## src/rtl/pc_seq_pkg.sv

```systemverilog
// Shared definitions for the next-PC sequencer: FSM states, trap causes, default vectors.
package pc_seq_pkg;

  localparam int unsigned DEF_WIDTH         = 32;
  localparam logic [31:0] DEF_RESET_VECTOR  = 32'h0000_0000;
  localparam logic [31:0] DEF_TRAP_VECTOR   = 32'h0000_0100;
  localparam int unsigned DEF_STALL_TIMEOUT = 15;

  typedef enum logic [1:0] {
    ST_RUN   = 2'd0,
    ST_STALL = 2'd1,
    ST_TRAP  = 2'd2,
    ST_HALT  = 2'd3
  } pc_state_e;

  typedef enum logic [1:0] {
    CAUSE_NONE     = 2'd0,
    CAUSE_IRQ      = 2'd1,
    CAUSE_MISALIGN = 2'd2,
    CAUSE_TIMEOUT  = 2'd3
  } trap_cause_e;

  // Instruction addresses must be word aligned.
  function automatic logic is_misaligned(input logic [1:0] addr_lsb);
    return addr_lsb != 2'b00;
  endfunction

endpackage

```

## src/rtl/pc_sequencer_if.sv

```systemverilog
// Bus between the CPU datapath (master) and the next-PC sequencer (slave).
interface pc_sequencer_if
  import pc_seq_pkg::*;
#(
  parameter int unsigned WIDTH = DEF_WIDTH
);
  logic [WIDTH-1:0] pc_addr;
  logic             instr_ready;
  logic             branch_taken;
  logic [WIDTH-1:0] branch_target;
  logic             jump;
  logic [WIDTH-1:0] jump_target;
  logic             irq;
  logic             eret;
  logic             halt;
  logic [WIDTH-1:0] pc_result;
  logic             fetch_valid;
  logic [WIDTH-1:0] epc;
  trap_cause_e      cause;
  logic             in_trap;
  pc_state_e        state;

  modport master (
    output pc_addr, instr_ready, branch_taken, branch_target, jump, jump_target,
           irq, eret, halt,
    input  pc_result, fetch_valid, epc, cause, in_trap, state
  );

  modport slave (
    input  pc_addr, instr_ready, branch_taken, branch_target, jump, jump_target,
           irq, eret, halt,
    output pc_result, fetch_valid, epc, cause, in_trap, state
  );
endinterface

```

## src/rtl/pc_stall_timer.sv

```systemverilog
// Counts consecutive fetch-stall cycles and flags the cycle on which the stall limit is reached.
module pc_stall_timer
  import pc_seq_pkg::*;
#(
  parameter int unsigned STALL_TIMEOUT = DEF_STALL_TIMEOUT
) (
  input  logic clk,
  input  logic rst,
  input  logic load,
  input  logic incr,
  input  logic clear,
  output logic timeout_c
);
  localparam int unsigned CNT_W = $clog2(STALL_TIMEOUT + 1);

  logic [CNT_W-1:0] stall_cnt_q, stall_cnt_d;

  always_comb begin
    stall_cnt_d = stall_cnt_q;
    if (clear) begin
      stall_cnt_d = '0;
    end else if (load) begin
      stall_cnt_d = CNT_W'(1);
    end else if (incr) begin
      stall_cnt_d = stall_cnt_q + CNT_W'(1);
    end
  end

  always_ff @(posedge clk) begin
    if (rst) begin
      stall_cnt_q <= '0;
    end else begin
      stall_cnt_q <= stall_cnt_d;
    end
  end

  // The current low cycle is the (count+1)-th in a row.
  assign timeout_c = (32'(stall_cnt_q) + 32'd1) >= STALL_TIMEOUT;

endmodule

```

## src/rtl/pc_sequencer.sv

```systemverilog
// Next-PC controller: sequential/branch/jump/trap/return selection, fetch-stall hold and timeout,
// misaligned-target trap and halt.
module pc_sequencer
  import pc_seq_pkg::*;
#(
  parameter int unsigned      WIDTH         = DEF_WIDTH,
  parameter logic [WIDTH-1:0] RESET_VECTOR  = WIDTH'(DEF_RESET_VECTOR),
  parameter logic [WIDTH-1:0] TRAP_VECTOR   = WIDTH'(DEF_TRAP_VECTOR),
  parameter int unsigned      STALL_TIMEOUT = DEF_STALL_TIMEOUT
) (
  input logic            clk,
  input logic            rst,
  pc_sequencer_if.slave  bus
);
  pc_state_e        state_q, state_d;
  logic [WIDTH-1:0] epc_q, epc_d;
  trap_cause_e      cause_q, cause_d;
  logic             in_trap_q, in_trap_d;
  logic             fetch_valid_q, fetch_valid_d;

  logic [WIDTH-1:0] next_pc_c;
  logic [WIDTH-1:0] seq_pc_c;
  logic [WIDTH-1:0] sel_tgt_c;
  logic             sel_ctl_c;
  logic             tmr_load, tmr_incr, tmr_clear, timeout_c;

  pc_stall_timer #(
    .STALL_TIMEOUT(STALL_TIMEOUT)
  ) u_stall_timer (
    .clk      (clk),
    .rst      (rst),
    .load     (tmr_load),
    .incr     (tmr_incr),
    .clear    (tmr_clear),
    .timeout_c(timeout_c)
  );

  // Target the non-trap rules would pick; sel_ctl_c marks a jump/branch that needs alignment.
  always_comb begin
    seq_pc_c  = bus.pc_addr + WIDTH'(4);
    sel_tgt_c = seq_pc_c;
    sel_ctl_c = 1'b0;
    if (bus.eret) begin
      sel_tgt_c = in_trap_q ? epc_q : seq_pc_c;
    end else if (bus.jump) begin
      sel_tgt_c = bus.jump_target;
      sel_ctl_c = 1'b1;
    end else if (bus.branch_taken) begin
      sel_tgt_c = bus.branch_target;
      sel_ctl_c = 1'b1;
    end
  end

  always_comb begin
    state_d       = state_q;
    epc_d         = epc_q;
    cause_d       = cause_q;
    in_trap_d     = in_trap_q;
    fetch_valid_d = (state_q == ST_RUN) && bus.instr_ready;
    next_pc_c     = bus.pc_addr;
    tmr_load      = 1'b0;
    tmr_incr      = 1'b0;
    tmr_clear     = 1'b0;

    unique case (state_q)
      ST_RUN: begin
        if (!bus.instr_ready) begin
          state_d  = ST_STALL;
          tmr_load = 1'b1;
        end else if (bus.halt) begin
          state_d = ST_HALT;
        end else if (bus.irq && !in_trap_q) begin
          epc_d   = sel_tgt_c;
          cause_d = CAUSE_IRQ;
          state_d = ST_TRAP;
        end else if (sel_ctl_c && is_misaligned(sel_tgt_c[1:0])) begin
          epc_d   = bus.pc_addr;
          cause_d = CAUSE_MISALIGN;
          state_d = ST_TRAP;
        end else begin
          next_pc_c = sel_tgt_c;
          if (bus.eret && in_trap_q) begin
            in_trap_d = 1'b0;
            cause_d   = CAUSE_NONE;
          end
        end
      end
      ST_STALL: begin
        if (bus.instr_ready) begin
          state_d   = ST_RUN;
          tmr_clear = 1'b1;
        end else if (timeout_c) begin
          epc_d     = bus.pc_addr;
          cause_d   = CAUSE_TIMEOUT;
          state_d   = ST_TRAP;
          tmr_clear = 1'b1;
        end else begin
          tmr_incr = 1'b1;
        end
      end
      ST_TRAP: begin
        next_pc_c = TRAP_VECTOR;
        in_trap_d = 1'b1;
        state_d   = ST_RUN;
      end
      ST_HALT: begin
        state_d = ST_HALT;
      end
      default: begin
        state_d = ST_RUN;
      end
    endcase

    if (rst) begin
      next_pc_c = RESET_VECTOR;
    end
  end

  always_ff @(posedge clk) begin
    if (rst) begin
      state_q       <= ST_RUN;
      epc_q         <= '0;
      cause_q       <= CAUSE_NONE;
      in_trap_q     <= 1'b0;
      fetch_valid_q <= 1'b0;
    end else begin
      state_q       <= state_d;
      epc_q         <= epc_d;
      cause_q       <= cause_d;
      in_trap_q     <= in_trap_d;
      fetch_valid_q <= fetch_valid_d;
    end
  end

  assign bus.pc_result   = next_pc_c;
  assign bus.fetch_valid = fetch_valid_q;
  assign bus.epc         = epc_q;
  assign bus.cause       = cause_q;
  assign bus.in_trap     = in_trap_q;
  assign bus.state       = state_q;

endmodule

```

## src/flat_wrapper.sv

```systemverilog
// flat-port wrapper written by rule: the top's interface ports become plain ports
module pc_sequencer_flat import pc_seq_pkg::*;
#(
  parameter int unsigned      WIDTH         = DEF_WIDTH,
  parameter logic [WIDTH-1:0] RESET_VECTOR  = WIDTH'(DEF_RESET_VECTOR),
  parameter logic [WIDTH-1:0] TRAP_VECTOR   = WIDTH'(DEF_TRAP_VECTOR),
  parameter int unsigned      STALL_TIMEOUT = DEF_STALL_TIMEOUT
)
  (clk, rst, bus_pc_addr, bus_instr_ready, bus_branch_taken, bus_branch_target, bus_jump, bus_jump_target, bus_irq, bus_eret, bus_halt, bus_pc_result, bus_fetch_valid, bus_epc, bus_cause, bus_in_trap, bus_state);
  pc_sequencer_if #(.WIDTH(WIDTH)) bus_i ();
  input logic clk;
  input logic rst;
  input wire logic [$bits(bus_i.pc_addr)-1:0] bus_pc_addr;
  input wire logic [$bits(bus_i.instr_ready)-1:0] bus_instr_ready;
  input wire logic [$bits(bus_i.branch_taken)-1:0] bus_branch_taken;
  input wire logic [$bits(bus_i.branch_target)-1:0] bus_branch_target;
  input wire logic [$bits(bus_i.jump)-1:0] bus_jump;
  input wire logic [$bits(bus_i.jump_target)-1:0] bus_jump_target;
  input wire logic [$bits(bus_i.irq)-1:0] bus_irq;
  input wire logic [$bits(bus_i.eret)-1:0] bus_eret;
  input wire logic [$bits(bus_i.halt)-1:0] bus_halt;
  output wire logic [$bits(bus_i.pc_result)-1:0] bus_pc_result;
  output wire logic [$bits(bus_i.fetch_valid)-1:0] bus_fetch_valid;
  output wire logic [$bits(bus_i.epc)-1:0] bus_epc;
  output wire logic [$bits(bus_i.cause)-1:0] bus_cause;
  output wire logic [$bits(bus_i.in_trap)-1:0] bus_in_trap;
  output wire logic [$bits(bus_i.state)-1:0] bus_state;
  assign bus_i.pc_addr = bus_pc_addr;
  assign bus_i.instr_ready = bus_instr_ready;
  assign bus_i.branch_taken = bus_branch_taken;
  assign bus_i.branch_target = bus_branch_target;
  assign bus_i.jump = bus_jump;
  assign bus_i.jump_target = bus_jump_target;
  assign bus_i.irq = bus_irq;
  assign bus_i.eret = bus_eret;
  assign bus_i.halt = bus_halt;
  assign bus_pc_result = bus_i.pc_result;
  assign bus_fetch_valid = bus_i.fetch_valid;
  assign bus_epc = bus_i.epc;
  assign bus_cause = bus_i.cause;
  assign bus_in_trap = bus_i.in_trap;
  assign bus_state = bus_i.state;
  pc_sequencer #(.WIDTH(WIDTH), .RESET_VECTOR(RESET_VECTOR), .TRAP_VECTOR(TRAP_VECTOR), .STALL_TIMEOUT(STALL_TIMEOUT)) u_core (.clk(clk), .rst(rst), .bus(bus_i));
endmodule
```

## config.mk

```make
export PLATFORM = sky130hd
export DESIGN_NAME = pc_sequencer_flat
export DESIGN_NICKNAME = d
export VERILOG_FILES = /design/src/rtl/pc_seq_pkg.sv /design/src/rtl/pc_sequencer_if.sv /design/src/rtl/pc_stall_timer.sv /design/src/rtl/pc_sequencer.sv /design/src/flat_wrapper.sv
export SDC_FILE = /design/constraint.sdc
export NUM_CORES = 1
export LEC_CHECK = 0
export BUFFER_PORTS_ARGS = -buffer_cell sky130_fd_sc_hd__buf_2
export CAP_MARGIN = 15
export CORE_MARGIN = 5
export CORE_UTILIZATION = 24
export DETAILED_ROUTE_END_ITERATION = 12
export PLACE_DENSITY_LB_ADDON = 0.1
export SETUP_SLACK_MARGIN = 0.4
export SLEW_MARGIN = 10
export SYNTH_ARGS = -nofsm -noshare
export SYNTH_HDL_FRONTEND = slang
export SYNTH_HIERARCHICAL = 1
export SYNTH_SLANG_ARGS = --single-unit
```

## constraint.sdc

```tcl
create_clock -name clk -period 3.2 [get_ports clk]
set_input_delay 0.32 -clock clk [delete_from_list [all_inputs] [get_ports clk]]
set_output_delay 0.32 -clock clk [all_outputs]
set_load 0.05 [all_outputs]
```

# After elaboration in Yosys (flattened, before gate mapping)
# Cells that the tools add are included.
[word_totals]
reg_bits = 42
inputBits = 104
out_inout_bits = 70
wordCells = 92
[op_classes]
addsub = 3
order_cmp = 1
eq_ne = 14
mux = 51
n_reduce_logical = 16
[ops]
columns = ["op", "n"]
rows = [
  ["$mux W32", 15],
  ["$pmux W32 S2", 2],
  ["$add A32 B3 Y32 const B", 1],
  ["$mux W2", 13],
  ["$mux W1", 18],
  ["$reduce_and A6 Y1", 3],
  ["$ne A2 B2 Y1 const B", 6],
  ["$pmux W2 S4", 1],
  ["$reduce_bool A2 Y1", 4],
  ["$add A4 B1 Y5 const B", 1],
  ["$ge A5 B4 Y1 const B", 1],
  ["$ne A5 B5 Y1 const B", 1],
  ["$add A4 B1 Y4 const B", 1],
  ["$eq A2 B2 Y1 const B", 2],
  ["$logic_and A1 B1 Y1", 4],
  ["$ne A4 B4 Y1 const B", 1],
  ["$pmux W2 S2", 1],
  ["$ne A3 B2 Y1 const B", 1],
  ["$ne A3 B3 Y1 const B", 1],
  ["$reduce_or A3 Y1", 1],
  ["$eq A2 B1 Y1 const B", 1],
  ["$logic_not A2 Y1", 1],
  ["$ne A2 B1 Y1 const B", 1],
  ["$pmux W1 S2", 1],
  ["other kinds (3)", 3],
]

# Depth between registers and ports, before layout
# Gate-level depths: netlist of run 1.
[depth]
ltp_word = 12
depth_mapped = 12
mapped_depth_nobuf = 11

# Modules after synthesis
# Netlist of run 1, hierarchy kept.
[by_module_without_submodules]
columns = ["module", "n_inst", "cells_per_inst", "area_each_um2", "seq_area_each_um2"]
rows = [
  ["pc_sequencer", 1, 681, 4573.1, 760.7],
  ["pc_stall_timer", 1, 27, 235.2, 80.1],
]

# Worst setup path before layout of run 1
# OpenSTA, ideal clock, no wires.
[synth_timing]
kind = "register to output"
from = "register u_core.in_trap_q (netlist: u_core/bus.in_trap)"
to = "output port bus_pc_result[11]"
arrival_time_ns = 3.255
path_slack_ns = -0.375
stages_incl_launch_ff = 9
path_buffers = 3
path_cell_list = "dfxtp_1 buf_2 nor2b_1 clkbuf_1 or3_1 nor2_2 buf_2 o211ai_1 a221oi_1"
[synth_via]
elab_chain_cells = 10
[synth_lines]
columns = ["item", "line", "rtl"]
rows = [
  ["start: declaration", "pc_sequencer.sv:18", "logic in_trap_q, in_trap_d;"],
  ["start signal: assignment", "pc_sequencer.sv:130", "in_trap_q <= in_trap_d;"],
  ["$mux W32", "pc_sequencer.sv:44", "sel_tgt_c = in_trap_q ? epc_q : seq_pc_c;"],
  ["$mux W32", "pc_sequencer.sv:43", "if (bus.eret) begin"],
  ["$reduce_bool A2 Y1", "pc_seq_pkg.sv:25", "return addr_lsb != 2'b00;"],
  ["$logic_and A1 B1 Y1", "pc_sequencer.sv:76", "end else if (sel_ctl_c && is_misaligned(sel_tgt_c[1:0])) begin"],
  ["$mux W32", "pc_sequencer.sv:76", ""],
  ["$mux W32 (*)", "pc_sequencer.sv:72", "end else if (bus.irq && !in_trap_q) begin"],
  ["$mux W32 (*)", "pc_sequencer.sv:70", "end else if (bus.halt) begin"],
  ["$mux W32 (*)", "pc_sequencer.sv:67", "if (!bus.instr_ready) begin"],
  ["$pmux W32 S2 (*)", "pc_sequencer.sv:65", "unique case (state_q)"],
  ["$mux W32 (*)", "pc_sequencer.sv:114", "if (rst) begin"],
  ["end: declaration", "flat_wrapper.sv:22", "output wire logic [$bits(bus_i.pc_result)-1:0] bus_pc_result;"],
]
# Mark *: on every way between the ends. The rest lies on a longest branch, timed or not.

# Worst setup path in the final report of run 1
[layout_timing]
from = "input port bus_jump"
to = "output port bus_pc_result[2]"
[layout_via]
elab_chain_cells = 10
[layout_lines]
columns = ["item", "line", "rtl"]
rows = [
  ["start: declaration", "flat_wrapper.sv:17", "input wire logic [$bits(bus_i.jump)-1:0] bus_jump;"],
  ["$mux W32", "pc_sequencer.sv:45", "end else if (bus.jump) begin"],
  ["$mux W32", "pc_sequencer.sv:43", ""],
  ["$reduce_bool A2 Y1", "pc_seq_pkg.sv:25", ""],
  ["$logic_and A1 B1 Y1", "pc_sequencer.sv:76", ""],
  ["$mux W32 (*)", "pc_sequencer.sv:76", ""],
  ["$mux W32 (*)", "pc_sequencer.sv:72", ""],
  ["$mux W32 (*)", "pc_sequencer.sv:70", ""],
  ["$mux W32 (*)", "pc_sequencer.sv:67", ""],
  ["$pmux W32 S2 (*)", "pc_sequencer.sv:65", ""],
  ["$mux W32 (*)", "pc_sequencer.sv:114", ""],
]
# Marked as above.

==> results of run 1 <==
==> layout by cell type (no fill, tap or decap), drive strengths merged, types with 5 or more instances in the layout <==
cell / instances
and3: 8
a31oi: 21
clkbuf: 14
a211oi: 9
inv: 13
a21o: 7
nor3: 17
nand2: 81
nand4: 10
o211ai: 9
nand3: 26
o221ai: 7
or2: 7
or3: 10
o31ai: 6
dfxtp: 42
o21ai: 80
and4: 6
a21oi: 33
buf: 218
xnor2: 9
mux2i: 12
nor4: 14
nor2b: 7
o21a: 5
a22oi: 9
and2: 5
nand4b: 5
nand2b: 9
nor2: 59
o22ai: 31
a221oi: 13
a221o: 6
xor2: 6
==> worst register-to-register path: cells and delay by family (launching register included) <==
family          cells  cell delay (ns)
buf+inv             2             0.27
flops               1             0.39
compound gates      4             0.79
simple gates        3             0.64
fa+ha+maj           2             0.49
==> final cells by class <==
cell class	instances	area [µm²]	share of cell area, %
Multi-Input combinational cell	586	3910	59.1
Inverter	15	61.3	0.927
Sequential cell	42	846	12.8
Clock buffer	5	125	1.89
Tap cell	265	332	5.01
Clock inverter	2	10.0	0.151
Timing Repair Buffer	227	1340	20.2
==> cell families after synthesis <==
logic type               count (synthesis)  synth area share (%)
XOR/XNOR                                15                  2.73
AND/OR/NAND/NOR                        275                  30.3
multiplexers                            15                  3.20
flip-flops                              42                  17.5
AO/OA/AOI/OAI                          277                  38.6
adder cells (fa/ha/maj)                  4                  1.01
buffers and inverters                   80                  6.69
==> state kept, by name, summed over array words and instances (netlist names) <==
register and flops:
u_core/bus.in_trap 1, u_core/bus.state 2, u_core/bus.fetch_valid 1, u_core/u_stall_timer/stall_cnt_q 4, u_core/bus.epc 32, u_core/bus.cause 2
==> layer usage <==
| layer | part of all wire, % | wire length [µm] | GRT usage [%] | vias to the layer above |
|---|---|---|---|---|
| li1 | - | - | - | 3050 |
| met1 | 45 | 11700 | 30.0 | 3083 |
| met2 | 45 | 11600 | 35.3 | 269 |
| met3 | 7.7 | 1980 | 3.48 | 36 |
| met4 | 2.1 | 541 | 6.60 | 0 |
| met5 | 0 | 0 | 0 | - |
==> metrics by stage <==
stage / power (mW) / utilization, %
after global routing: 2.33 / 33.8
after CTS: 2.21 / 33.0
after floorplan: 1.27 / -
final: 2.22 / 33.8
after detailed placement: 1.65 / 31.9
after global placement: 1.66 / 31.9
==> report_power, final <==
| group | switching, mW | internal [mW] | total (mW) |
|---|---|---|---|
| sequential | 0.0376 | 0.557 | 0.594 |
| clock | 0.253 | 0.284 | 0.537 |
| combinational | 0.748 | 0.342 | 1.09 |
| total | 1.04 | 1.18 | 2.22 |
==> what timing repair did <==
| item | in CTS | in global routing |
|---|---|---|
| pin swaps | 0 | 2 |
| endpoints found under the setup margin | 20 | 52 |
| setup buffers | 3 | 1 |
| resized for setup | 13 | 34 |
| endpoints found under the hold margin | 0 | 0 |
==> worst max path at each step <==
stage	end	slack, ns	cells past startpoint	from
after floorplan	bus_pc_result[28]	0.43	9	u_core/bus.in_trap$_SDFFE_PP0P_
after global placement	bus_pc_result[28]	0.26	8	bus_pc_addr[2]
after detailed placement	bus_pc_result[28]	0.21	8	bus_pc_addr[2]
after CTS	bus_pc_result[28]	0.37	8	bus_pc_addr[2]
after global routing	bus_pc_result[27]	0.31	9	bus_jump
final	bus_pc_result[2]	0.41	8	bus_jump
==> impl_metrics.prom, run 1 <==
# TYPE chip_impl_metric gauge
chip_impl_info{name="outcome",value="complete, no violations"} 1
chip_impl_metric{name="reg2regPathDepth",unit=""} 11
chip_impl_metric{name="port_buffers",unit=""} 173
chip_impl_metric{name="post_route_clock_skew",unit="ns"} 0.0125
chip_impl_metric{name="detailedRoute.firstPassIterationCount",unit=""} 6
chip_impl_metric{name="async_flop_share",unit="%"} 0
chip_impl_metric{name="floorplan.core_area",unit="µm²"} 19600
chip_impl_metric{name="timing.max_cap.violations",unit=""} 0
chip_impl_metric{name="grt_start_max_net_pins",unit=""} 35
chip_impl_info{name="crit_path_start_kind",value="input pin"} 1
chip_impl_metric{name="vdd_drop_max",unit="mV"} 0.180
chip_impl_info{name="hold_class",value="in -> reg"} 1
chip_impl_info{name="path_class",value="in -> out"} 1
chip_impl_metric{name="synth_cell_types",unit=""} 82
chip_impl_info{name="netlist_top_cells_area",value="sky130_fd_sc_hd__dfxtp_1, sky130_fd_sc_hd__o21ai_0, sky130_fd_sc_hd__nand2_1"} 1
chip_impl_metric{name="routed_wl",unit="µm"} 25800
chip_impl_metric{name="worst_path_largest_cell_delay",unit="ns"} 0.54
chip_impl_metric{name="required",unit="ns"} 2.88
chip_impl_metric{name="filler_instances",unit=""} 2193
chip_impl_metric{name="cts.hold.buffers_added",unit=""} 0
chip_impl_metric{name="clk_path_buf_depth",unit=""} 2
chip_impl_metric{name="achievable-frequency",unit="MHz"} 358
chip_impl_metric{name="postLayoutCellArea",unit="µm²"} 6620
chip_impl_metric{name="wire_per_inst",unit="µm"} 22.6
chip_impl_info{name="rsz0062_at_grt",value="yes"} 1
chip_impl_metric{name="fin_cells",unit=""} 1142
chip_impl_metric{name="first_global_vias",unit=""} 6316
chip_impl_info{name="list_of_cells_traversed_by_the_critical_path",value="clkbuf_4 -> nand2b_1 -> o221a_2 -> or3_1 -> buf_4 -> a22oi_1 -> o22ai_2 -> buf_2"} 1
chip_impl_metric{name="via_per_inst",unit=""} 5.64
chip_impl_metric{name="floorplan.die.height",unit="µm"} 152
chip_impl_metric{name="worstSkewPairLatency",unit="ns"} 0.31
chip_impl_metric{name="ctsHtreeMaxLevel",unit=""} 2
chip_impl_metric{name="mappedNetlistArea",unit="µm²"} 4810
chip_impl_info{name="post_synth_most_frequent_cells",value="sky130_fd_sc_hd__nand2_1, sky130_fd_sc_hd__o21ai_0, sky130_fd_sc_hd__nor2_1"} 1
chip_impl_metric{name="worstPathArrival",unit="ns"} 2.47
chip_impl_metric{name="route.antenna.remaining_nets",unit=""} 0
chip_impl_metric{name="fp-row-count",unit=""} 51
chip_impl_info{name="crit_path_top_delay_cell",value="sky130_fd_sc_hd__or3_1"} 1
chip_impl_info{name="yosysMostFrequentCell",value="sky130_fd_sc_hd__nand2_1"} 1
chip_impl_metric{name="post_synth.cell_area_avg",unit="µm²"} 6.79
chip_impl_metric{name="timing.hold.worst_path_depth",unit=""} 3
chip_impl_info{name="synth_area_leader_cell",value="sky130_fd_sc_hd__dfxtp_1"} 1
chip_impl_metric{name="final_critical_path_setup_slack",unit="ns"} 0.406
chip_impl_metric{name="number_of_antenna_repair_diodes",unit=""} 0
chip_impl_metric{name="place_congestion",unit=""} 0.868
chip_impl_metric{name="critical_path.max_fanout",unit=""} 13
chip_impl_metric{name="count_of_state_elements_after_synthesis",unit=""} 42
chip_impl_metric{name="worstMarginPinSlew",unit="ns"} 0.625
chip_impl_metric{name="drc_errors",unit=""} 0
chip_impl_metric{name="final.hold.worst_slack",unit="ns"} 0.324
chip_impl_metric{name="setup-tns-final",unit="ns"} 0
chip_impl_metric{name="cts.clk_slew.worst_paths",unit="ns"} 0.07
chip_impl_info{name="critical_path.top_delay_family",value="compound AO/OA/AOI/OAI gates"} 1
chip_impl_metric{name="timing_hold_violations_final",unit=""} 0
chip_impl_metric{name="synthDominantCellAreaShare",unit="%"} 17.5
chip_impl_metric{name="power_density",unit="nW/µm²"} 336
chip_impl_info{name="end_kind",value="output port"} 1
chip_impl_metric{name="leakage_dissipation",unit="nW"} 2.74
chip_impl_metric{name="die_x",unit="µm"} 152
chip_impl_metric{name="final-setup-viol-count",unit=""} 0
chip_impl_metric{name="synth_enable_flop_cells",unit=""} 0
chip_impl_metric{name="post_dp_cell_area",unit="µm²"} 6260
chip_impl_metric{name="synth_nets",unit=""} 815
chip_impl_metric{name="initial_core_util",unit="%"} 24.5
chip_impl_metric{name="dp_slack",unit="ns"} 0.211
chip_impl_metric{name="place.detailed.hpwl",unit="µm"} 19400
chip_impl_metric{name="synth_seq_area_share",unit="%"} 17.5
chip_impl_info{name="most_used_flip_flop_cell_after_synthesis",value="sky130_fd_sc_hd__dfxtp_1"} 1
chip_impl_metric{name="number_of_drc_markers_in_iteration_0",unit=""} 507
chip_impl_metric{name="synthesis.yosys.warnings",unit=""} 6
chip_impl_info{name="tritoncts",value="done"} 1
chip_impl_metric{name="placedCellCount",unit=""} 1131
chip_impl_metric{name="ios",unit=""} 174
chip_impl_metric{name="design.final.nets",unit=""} 984
chip_impl_metric{name="synthCells",unit=""} 708
chip_impl_metric{name="route.vias.total",unit=""} 6438
chip_impl_metric{name="critical_path.n_buffers_inverters",unit=""} 3
chip_impl_info{name="hold_path.startpoint",value="bus_pc_addr[1]"} 1
chip_impl_metric{name="drv_slew",unit=""} 0
chip_impl_metric{name="worst_setup_slack_for_register_to_register_paths",unit="ns"} 0.56
chip_impl_metric{name="layout-area-overhead-vs-synth",unit="%"} 37.6
chip_impl_metric{name="global_route.overflow_total",unit=""} 0
chip_impl_metric{name="period_minus_slack",unit="ns"} 2.79
chip_impl_info{name="cts-root-buf",value="sky130_fd_sc_hd__clkbuf_16"} 1
chip_impl_metric{name="tot_gr_track_use",unit="%"} 21.9
chip_impl_metric{name="grt_pass1_wl",unit="µm"} 38100
chip_impl_metric{name="fp.dieArea",unit="µm²"} 23000
chip_impl_metric{name="antenna_found_initial",unit=""} 0
chip_impl_info{name="whs_endpoint",value="u_core/bus.epc[1]$_SDFFE_PP0P_"} 1
chip_impl_info{name="regToRegEndpoint",value="u_core/bus.epc[2]$_SDFFE_PP0P_"} 1
chip_impl_metric{name="drive_above_1_share",unit="%"} 35.1
chip_impl_metric{name="number_of_buffers_added_by_the_clock_tree_synthesis_step",unit=""} 5
chip_impl_info{name="r2r-start",value="u_core/u_stall_timer/stall_cnt_q[0]$_SDFFE_PP0P_"} 1
chip_impl_metric{name="timing.final.crit_share",unit="%"} 87.3
chip_impl_metric{name="cts.sinks",unit=""} 42
chip_impl_metric{name="slew-limit-headroom",unit="%"} 58.2
Power figures use the tool's default switching activity.
==> run 2, diff against run 1 <==
Settings changed: PLACE_DENSITY set to 0.49, PLACE_DENSITY_LB_ADDON 0.1 to not set, SYNTH_HIERARCHICAL 1 to not set.
==> impl_metrics.prom, run 2 <==
# TYPE chip_impl_metric gauge
chip_impl_metric{name="worstSkewPairLatency",unit="ns"} 0.30
chip_impl_metric{name="mappedNetlistArea",unit="µm²"} 4580
chip_impl_metric{name="critical_path.max_fanout",unit=""} 9
chip_impl_metric{name="port_buffers",unit=""} 173
chip_impl_metric{name="route.vias.total",unit=""} 6118
chip_impl_metric{name="synthesis.yosys.warnings",unit=""} 0
chip_impl_metric{name="antenna_found_initial",unit=""} 0
chip_impl_metric{name="wire_per_inst",unit="µm"} 21.4
chip_impl_metric{name="synth_seq_area_share",unit="%"} 18.3
chip_impl_metric{name="drc_errors",unit=""} 0
chip_impl_metric{name="fp-row-count",unit=""} 50
chip_impl_metric{name="worstMarginPinSlew",unit="ns"} 0.620
chip_impl_metric{name="synth_nets",unit=""} 797
chip_impl_info{name="hold_class",value="in -> reg"} 1
chip_impl_info{name="tritoncts",value="done"} 1
chip_impl_metric{name="via_per_inst",unit=""} 5.63
chip_impl_info{name="path_class",value="in -> out"} 1
chip_impl_info{name="most_used_flip_flop_cell_after_synthesis",value="sky130_fd_sc_hd__dfxtp_1"} 1
chip_impl_metric{name="post_synth.cell_area_avg",unit="µm²"} 6.64
chip_impl_info{name="synth_area_leader_cell",value="sky130_fd_sc_hd__dfxtp_1"} 1
chip_impl_metric{name="drv_slew",unit=""} 0
chip_impl_info{name="post_synth_most_frequent_cells",value="sky130_fd_sc_hd__nand2_1, sky130_fd_sc_hd__nor2_1, sky130_fd_sc_hd__o21ai_0"} 1
chip_impl_metric{name="timing.max_cap.violations",unit=""} 0
chip_impl_metric{name="timing.final.crit_share",unit="%"} 88.0
chip_impl_info{name="cts-root-buf",value="sky130_fd_sc_hd__clkbuf_16"} 1
chip_impl_metric{name="floorplan.core_area",unit="µm²"} 18800
chip_impl_metric{name="power_density",unit="nW/µm²"} 344
chip_impl_info{name="final_common_cell",value="sky130_fd_sc_hd__buf_2"} 1
chip_impl_metric{name="number_of_drc_markers_in_iteration_0",unit=""} 488
chip_impl_metric{name="synth_enable_flop_cells",unit=""} 0
chip_impl_metric{name="count_of_state_elements_after_synthesis",unit=""} 42
chip_impl_metric{name="period_minus_slack",unit="ns"} 2.82
chip_impl_info{name="layout.cells.most_common_list",value="sky130_fd_sc_hd__buf_2, sky130_fd_sc_hd__nand2_1, sky130_fd_sc_hd__nor2_1"} 1
chip_impl_metric{name="tot_gr_track_use",unit="%"} 20.5
chip_impl_metric{name="synthDominantCellAreaShare",unit="%"} 18.3
chip_impl_metric{name="ios",unit=""} 174
chip_impl_metric{name="place_congestion",unit=""} 0.845
chip_impl_metric{name="place.detailed.hpwl",unit="µm"} 17700
chip_impl_info{name="crit_path_start_kind",value="input pin"} 1
chip_impl_metric{name="slew-limit-headroom",unit="%"} 58.5
chip_impl_metric{name="timing.hold.worst_path_depth",unit=""} 3
chip_impl_metric{name="cts.sinks",unit=""} 42
chip_impl_metric{name="number_of_buffers_added_by_the_clock_tree_synthesis_step",unit=""} 5
chip_impl_metric{name="async_flop_share",unit="%"} 0
chip_impl_metric{name="routed_wl",unit="µm"} 23200
chip_impl_info{name="end_kind",value="output port"} 1
chip_impl_metric{name="route.antenna.remaining_nets",unit=""} 0
chip_impl_metric{name="leakage_dissipation",unit="nW"} 2.58
chip_impl_metric{name="design.final.nets",unit=""} 958
chip_impl_metric{name="clk_path_buf_depth",unit=""} 2
chip_impl_metric{name="synthCells",unit=""} 690
chip_impl_metric{name="worstPathArrival",unit="ns"} 2.50
chip_impl_metric{name="grt_pass1_wl",unit="µm"} 35300
chip_impl_metric{name="synth_cell_types",unit=""} 75
chip_impl_info{name="netlist_top_cells_area",value="sky130_fd_sc_hd__dfxtp_1, sky130_fd_sc_hd__o21ai_0, sky130_fd_sc_hd__nand2_1"} 1
chip_impl_metric{name="largest_register_ffs",unit=""} 32
chip_impl_metric{name="reg2regPathDepth",unit=""} 9
chip_impl_metric{name="initial_core_util",unit="%"} 24.4
chip_impl_metric{name="global_route.overflow_total",unit=""} 0
chip_impl_metric{name="regArea",unit="µm²"} 845
chip_impl_info{name="yosysMostFrequentCell",value="sky130_fd_sc_hd__nand2_1"} 1
chip_impl_metric{name="cts.clk_slew.worst_paths",unit="ns"} 0.07
chip_impl_metric{name="post_route_clock_skew",unit="ns"} 0.00424
chip_impl_metric{name="floorplan.die.height",unit="µm"} 148
chip_impl_metric{name="ctsHtreeMaxLevel",unit=""} 2
chip_impl_metric{name="layout-area-overhead-vs-synth",unit="%"} 37.2
chip_impl_metric{name="required",unit="ns"} 2.88
chip_impl_metric{name="final-setup-viol-count",unit=""} 0
chip_impl_metric{name="fin_cells",unit=""} 1087
chip_impl_metric{name="die_x",unit="µm"} 148
chip_impl_metric{name="cts.hold.buffers_added",unit=""} 0
chip_impl_metric{name="grt_start_max_net_pins",unit=""} 35
chip_impl_metric{name="first_global_vias",unit=""} 5944
chip_impl_metric{name="filler_instances",unit=""} 2087
chip_impl_metric{name="multi_input_comb_area",unit="µm²"} 3600
chip_impl_metric{name="detailedRoute.firstPassIterationCount",unit=""} 5
chip_impl_metric{name="drive_above_1_share",unit="%"} 31.0
chip_impl_metric{name="vdd_drop_max",unit="mV"} 0.179
chip_impl_info{name="rsz0062_at_grt",value="yes"} 1
chip_impl_metric{name="placedCellCount",unit=""} 1071
chip_impl_metric{name="fp.dieArea",unit="µm²"} 22000
chip_impl_info{name="outcome",value="complete, no violations"} 1
chip_impl_metric{name="achievable-frequency",unit="MHz"} 355
chip_impl_metric{name="setup-tns-final",unit="ns"} 0
chip_impl_metric{name="timing_hold_violations_final",unit=""} 0
==> run 2: cell types whose count changed after synthesis, sizes merged, moves of 6 or more <==
cell and delta:
a211oi +6, a21oi +16, a22oi -7, a311oi +8
a31oi -12, nor2 +9, nor3 +13, nor4 -11
o21ai -12, o22ai -15, or2 -6, or3 -6
==> run 2: per-layer routing <==
metal | track usage [%] | part of all wire [%] | wire length (µm)
met1 | 27.8 | 44 | 10300
met2 | 32.9 | 46 | 10700
met3 | 3.69 | 7.0 | 1620
met4 | 6.79 | 2.6 | 593
met5 | 0 | 0 | 0
==> run 2: area by class of cell <==
| class | instances | share of cell area (%) |
|---|---|---|
| multi-input cells | 567 | 57.3 |
| repair buffers | 221 | 21.1 |
| flip-flops and latches | 42 | 13.4 |
| well taps | 234 | 4.66 |
| clock buffers | 5 | 1.99 |
| inverters | 14 | 0.836 |
| clock inverters | 3 | 0.637 |
| diodes | 1 | 0.0398 |
==> run 2: cell families after synthesis <==
| group | after synthesis | synth area share [%] |
|---|---|---|
| adders and majority gates | 3 | 0.819 |
| and+or+nand+nor | 279 | 29.9 |
| AOI/OAI and AO/OA | 264 | 39.4 |
| DFF | 42 | 18.3 |
| buffers and inverters | 81 | 7.07 |
| xor gates and xnor gates | 9 | 1.72 |
| muxes | 12 | 2.68 |
==> run 2: report_power, final <==
group	total, mW	internal, mW	switching, mW	leakage, nW
logic	0.967	0.307	0.660	2.15
clock network	0.616	0.366	0.249	0.0836
registers	0.579	0.552	0.0272	0.343
==> run 2: worst max-delay path, stage by stage <==
cell and delay (ns):
sky130_fd_sc_hd__buf_2 0.17, sky130_fd_sc_hd__nand3_2 0.20, sky130_fd_sc_hd__or4_1 0.61, sky130_fd_sc_hd__or3_1 0.33, sky130_fd_sc_hd__a31oi_1 0.23, sky130_fd_sc_hd__a311oi_1 0.11, sky130_fd_sc_hd__a2111oi_4 0.30, sky130_fd_sc_hd__buf_6 0.22
==> run 2: metrics by stage <==
| step | hold WS (ns) | area [µm²] | power, mW | utilization (%) | setup WS, ns |
|---|---|---|---|---|---|
| 6_report | 0.331 | 6290 | 2.16 | 33.5 | 0.385 |
| 5_1_grt | 0.358 | 6290 | 2.27 | 33.5 | 0.251 |
| 4_1_cts | 0.323 | 6170 | 2.17 | 32.9 | 0.377 |
| 3_5_place_dp | 0.458 | 5990 | 1.54 | 31.9 | 0.327 |
| 3_3_place_gp | 0.459 | 5990 | 1.54 | 31.9 | 0.326 |
| 2_1_floorplan | 0.461 | 4730 | 1.20 | - | 0.132 |
==> run 2: path summary, 6_finish.rpt <==
path                                                    startpoint                               to  slack [ns]
setup reg to reg  u_core.u_stall_timer.stall_cnt_q[0]$_SDFFE_PP0P_  u_core.bus.epc[18]$_SDFFE_PP0P_        0.59
hold / removal                                      bus_pc_addr[3]   u_core.bus.epc[3]$_SDFFE_PP0P_        0.33
hold reg to reg                     u_core.bus.epc[4]$_SDFFE_PP0P_   u_core.bus.epc[4]$_SDFFE_PP0P_        0.47
setup / recovery                                    bus_pc_addr[8]                bus_pc_result[17]        0.38
==> run 2: repair_timing <==
action                                  CTS  global route
setup buffers                             0             7
resized for setup                         5            19
pin swaps                                 1             2
endpoints found under the setup margin   17            46
==> run 3, diff against run 2 <==
Settings changed: BUFFER_PORTS_ARGS -buffer_cell sky130_fd_sc_hd__buf_2 to -buffer_cell sky130_fd_sc_hd__buf_4.
==> impl_metrics.prom, run 3 (synthesis results as in run 2) <==
# TYPE chip_impl_metric gauge
chip_impl_metric{name="drv_slew",unit=""} 0
chip_impl_metric{name="worst_path_largest_cell_delay",unit="ns"} 0.30
chip_impl_metric{name="ctsHtreeMaxLevel",unit=""} 2
chip_impl_metric{name="route.vias.total",unit=""} 6117
chip_impl_metric{name="power_density",unit="nW/µm²"} 336
chip_impl_metric{name="worstSkewPairLatency",unit="ns"} 0.30
chip_impl_info{name="list_of_cells_traversed_by_the_critical_path",value="buf_4 -> ha_1 -> nand4_1 -> nor3_1 -> buf_4 -> nand4_1 -> nor3_1 -> o21ai_0 -> a221oi_4 -> buf_4"} 1
chip_impl_metric{name="die_x",unit="µm"} 148
chip_impl_metric{name="antenna_found_initial",unit=""} 0
chip_impl_metric{name="path_depth",unit=""} 10
chip_impl_metric{name="fp-row-count",unit=""} 50
chip_impl_info{name="r2r-start",value="u_core.u_stall_timer.stall_cnt_q[0]$_SDFFE_PP0P_"} 1
chip_impl_info{name="critical_path.top_delay_family",value="simple AND/OR/NAND/NOR gates"} 1
chip_impl_metric{name="vdd_drop_max",unit="mV"} 0.195
chip_impl_metric{name="period_minus_slack",unit="ns"} 2.71
chip_impl_info{name="cts-root-buf",value="sky130_fd_sc_hd__clkbuf_16"} 1
chip_impl_metric{name="clk_path_buf_depth",unit=""} 2
chip_impl_metric{name="port_buffers",unit=""} 173
chip_impl_metric{name="critical_path.n_buffers_inverters",unit=""} 3
chip_impl_metric{name="post_dp_cell_area",unit="µm²"} 6400
chip_impl_metric{name="initial_core_util",unit="%"} 24.4
chip_impl_metric{name="timing.final.crit_share",unit="%"} 84.8
chip_impl_metric{name="multi_input_comb_area",unit="µm²"} 3610
chip_impl_metric{name="first_global_vias",unit=""} 5840
chip_impl_info{name="crit_path_top_delay_cell",value="sky130_fd_sc_hd__a221oi_4"} 1
chip_impl_info{name="tritoncts",value="done"} 1
chip_impl_info{name="rsz0062_at_grt",value="yes"} 1
chip_impl_metric{name="cts.hold.buffers_added",unit=""} 0
chip_impl_info{name="regToRegEndpoint",value="u_core.bus.epc[18]$_SDFFE_PP0P_"} 1
chip_impl_metric{name="worstPathArrival",unit="ns"} 2.39
chip_impl_info{name="path_class",value="in -> out"} 1
chip_impl_metric{name="final-setup-viol-count",unit=""} 0
chip_impl_metric{name="regArea",unit="µm²"} 845
chip_impl_metric{name="largest_register_ffs",unit=""} 32
chip_impl_metric{name="place_congestion",unit=""} 0.834
chip_impl_metric{name="fin_cells",unit=""} 1080
chip_impl_metric{name="fp.dieArea",unit="µm²"} 22000
chip_impl_info{name="critPathLaunch",value="bus_pc_addr[2]"} 1
chip_impl_info{name="endpoint",value="bus_pc_result[28]"} 1
chip_impl_metric{name="required",unit="ns"} 2.88
chip_impl_metric{name="post_route_clock_skew",unit="ns"} 0.00279
chip_impl_metric{name="final_critical_path_setup_slack",unit="ns"} 0.487
chip_impl_metric{name="route.antenna.remaining_nets",unit=""} 0
chip_impl_metric{name="routed_wl",unit="µm"} 23000
chip_impl_metric{name="wire_per_inst",unit="µm"} 21.3
chip_impl_metric{name="floorplan.core_area",unit="µm²"} 18800
chip_impl_metric{name="design.final.nets",unit=""} 952
chip_impl_metric{name="drc_errors",unit=""} 0
chip_impl_metric{name="timing.max_cap.violations",unit=""} 0
chip_impl_metric{name="grt_start_max_net_pins",unit=""} 45
chip_impl_metric{name="worst_setup_slack_for_register_to_register_paths",unit="ns"} 0.56
chip_impl_metric{name="timing.hold.worst_path_depth",unit=""} 3
chip_impl_info{name="end_kind",value="output port"} 1
chip_impl_metric{name="post-layout-total-power",unit="mW"} 2.23
chip_impl_metric{name="filler_instances",unit=""} 2036
chip_impl_info{name="outcome",value="complete, no violations"} 1
chip_impl_metric{name="placedCellCount",unit=""} 1071
chip_impl_metric{name="grt_pass1_wl",unit="µm"} 35000
chip_impl_metric{name="dp_slack",unit="ns"} 0.440
chip_impl_info{name="final_common_cell",value="sky130_fd_sc_hd__buf_4"} 1
chip_impl_metric{name="number_of_buffers_added_by_the_clock_tree_synthesis_step",unit=""} 5
chip_impl_info{name="crit_path_start_kind",value="input pin"} 1
chip_impl_metric{name="global_route.overflow_total",unit=""} 0
chip_impl_metric{name="achievable-frequency",unit="MHz"} 369
chip_impl_metric{name="drive_above_1_share",unit="%"} 30.6
chip_impl_metric{name="final.hold.worst_slack",unit="ns"} 0.315
chip_impl_metric{name="number_of_antenna_repair_diodes",unit=""} 0
chip_impl_metric{name="postLayoutCellArea",unit="µm²"} 6620
chip_impl_metric{name="cts.clk_slew.worst_paths",unit="ns"} 0.07
chip_impl_metric{name="floorplan.die.height",unit="µm"} 148
chip_impl_metric{name="leakage_dissipation",unit="nW"} 2.64
chip_impl_metric{name="number_of_drc_markers_in_iteration_0",unit=""} 515
chip_impl_metric{name="cts.sinks",unit=""} 42
chip_impl_metric{name="setup-tns-final",unit="ns"} 0
chip_impl_metric{name="final_util",unit="%"} 35.3
chip_impl_metric{name="place.detailed.hpwl",unit="µm"} 17300
chip_impl_metric{name="ios",unit=""} 174
chip_impl_info{name="layout.cells.most_common_list",value="sky130_fd_sc_hd__buf_4, sky130_fd_sc_hd__nand2_1, sky130_fd_sc_hd__nor2_1"} 1
chip_impl_metric{name="critical_path.max_fanout",unit=""} 9
chip_impl_metric{name="worstMarginPinSlew",unit="ns"} 0.720
chip_impl_info{name="critical-path-top-cell-by-count",value="sky130_fd_sc_hd__buf_4"} 1
chip_impl_info{name="hold_class",value="in -> reg"} 1
chip_impl_metric{name="reg2regPathDepth",unit=""} 10
chip_impl_metric{name="slew-limit-headroom",unit="%"} 52.0
chip_impl_metric{name="via_per_inst",unit=""} 5.66
chip_impl_metric{name="tot_gr_track_use",unit="%"} 20.1
chip_impl_metric{name="layout-area-overhead-vs-synth",unit="%"} 44.4
chip_impl_metric{name="timing_hold_violations_final",unit=""} 0
chip_impl_metric{name="detailedRoute.firstPassIterationCount",unit=""} 6
[run 3: cell types whose count changed in the layout (fill, tap and decap cells not counted), sizes merged]
cell and delta:
diode -1, buf -5, clkbuf -1
[run 3: area by class of cell]
type | instances | area share (%)
inverters | 14 | 0.794
repair buffers | 215 | 24.9
well taps | 234 | 4.42
multi-input cells | 567 | 54.6
flip-flops and latches | 42 | 12.8
clock buffers | 5 | 1.89
clock inverters | 3 | 0.605
[run 3: worst min path at each step]
stage / startpoint / endpoint
final: bus_pc_addr[3] / u_core.bus.epc[3]$_SDFFE_PP0P_
after global routing: bus_pc_addr[3] / u_core.bus.epc[3]$_SDFFE_PP0P_
after CTS: bus_pc_addr[3] / u_core.bus.epc[3]$_SDFFE_PP0P_
after detailed placement: u_core.bus.epc[16]$_SDFFE_PP0P_ / u_core.bus.epc[16]$_SDFFE_PP0P_
after global placement: u_core.bus.epc[16]$_SDFFE_PP0P_ / u_core.bus.epc[16]$_SDFFE_PP0P_
after floorplan: bus_pc_addr[3] / u_core.bus.epc[3]$_SDFFE_PP0P_
[run 3: repair_timing]
| item | in CTS | in global routing |
|---|---|---|
| setup endpoints to repair | 10 | 29 |
| buffers inserted | 0 | 1 |
| hold endpoints to repair | 0 | 0 |
| pin swaps | 0 | 2 |
| cloned | 0 | 0 |
| resized for setup | 4 | 8 |
[run 3: layer usage]
metal,wire [µm],GRT usage [%]
met4,274,4.30
met5,0,0
met2,10800,33.8
met3,1610,3.87
met1,10300,26.8
[run 3: report_power, final]
group	internal, mW	leakage (nW)	switching [mW]
sequential	0.552	0.343	0.0275
clock	0.367	0.0836	0.258
combinational	0.365	2.21	0.658
[run 3: tightest hold or removal path, delay by kind of cell]
family / cells / cell delay [ns]
buffers and inverters: 1 / 0.14
AND/OR/NAND/NOR: 1 / 0.06
AO/OA/AOI/OAI: 1 / 0.05
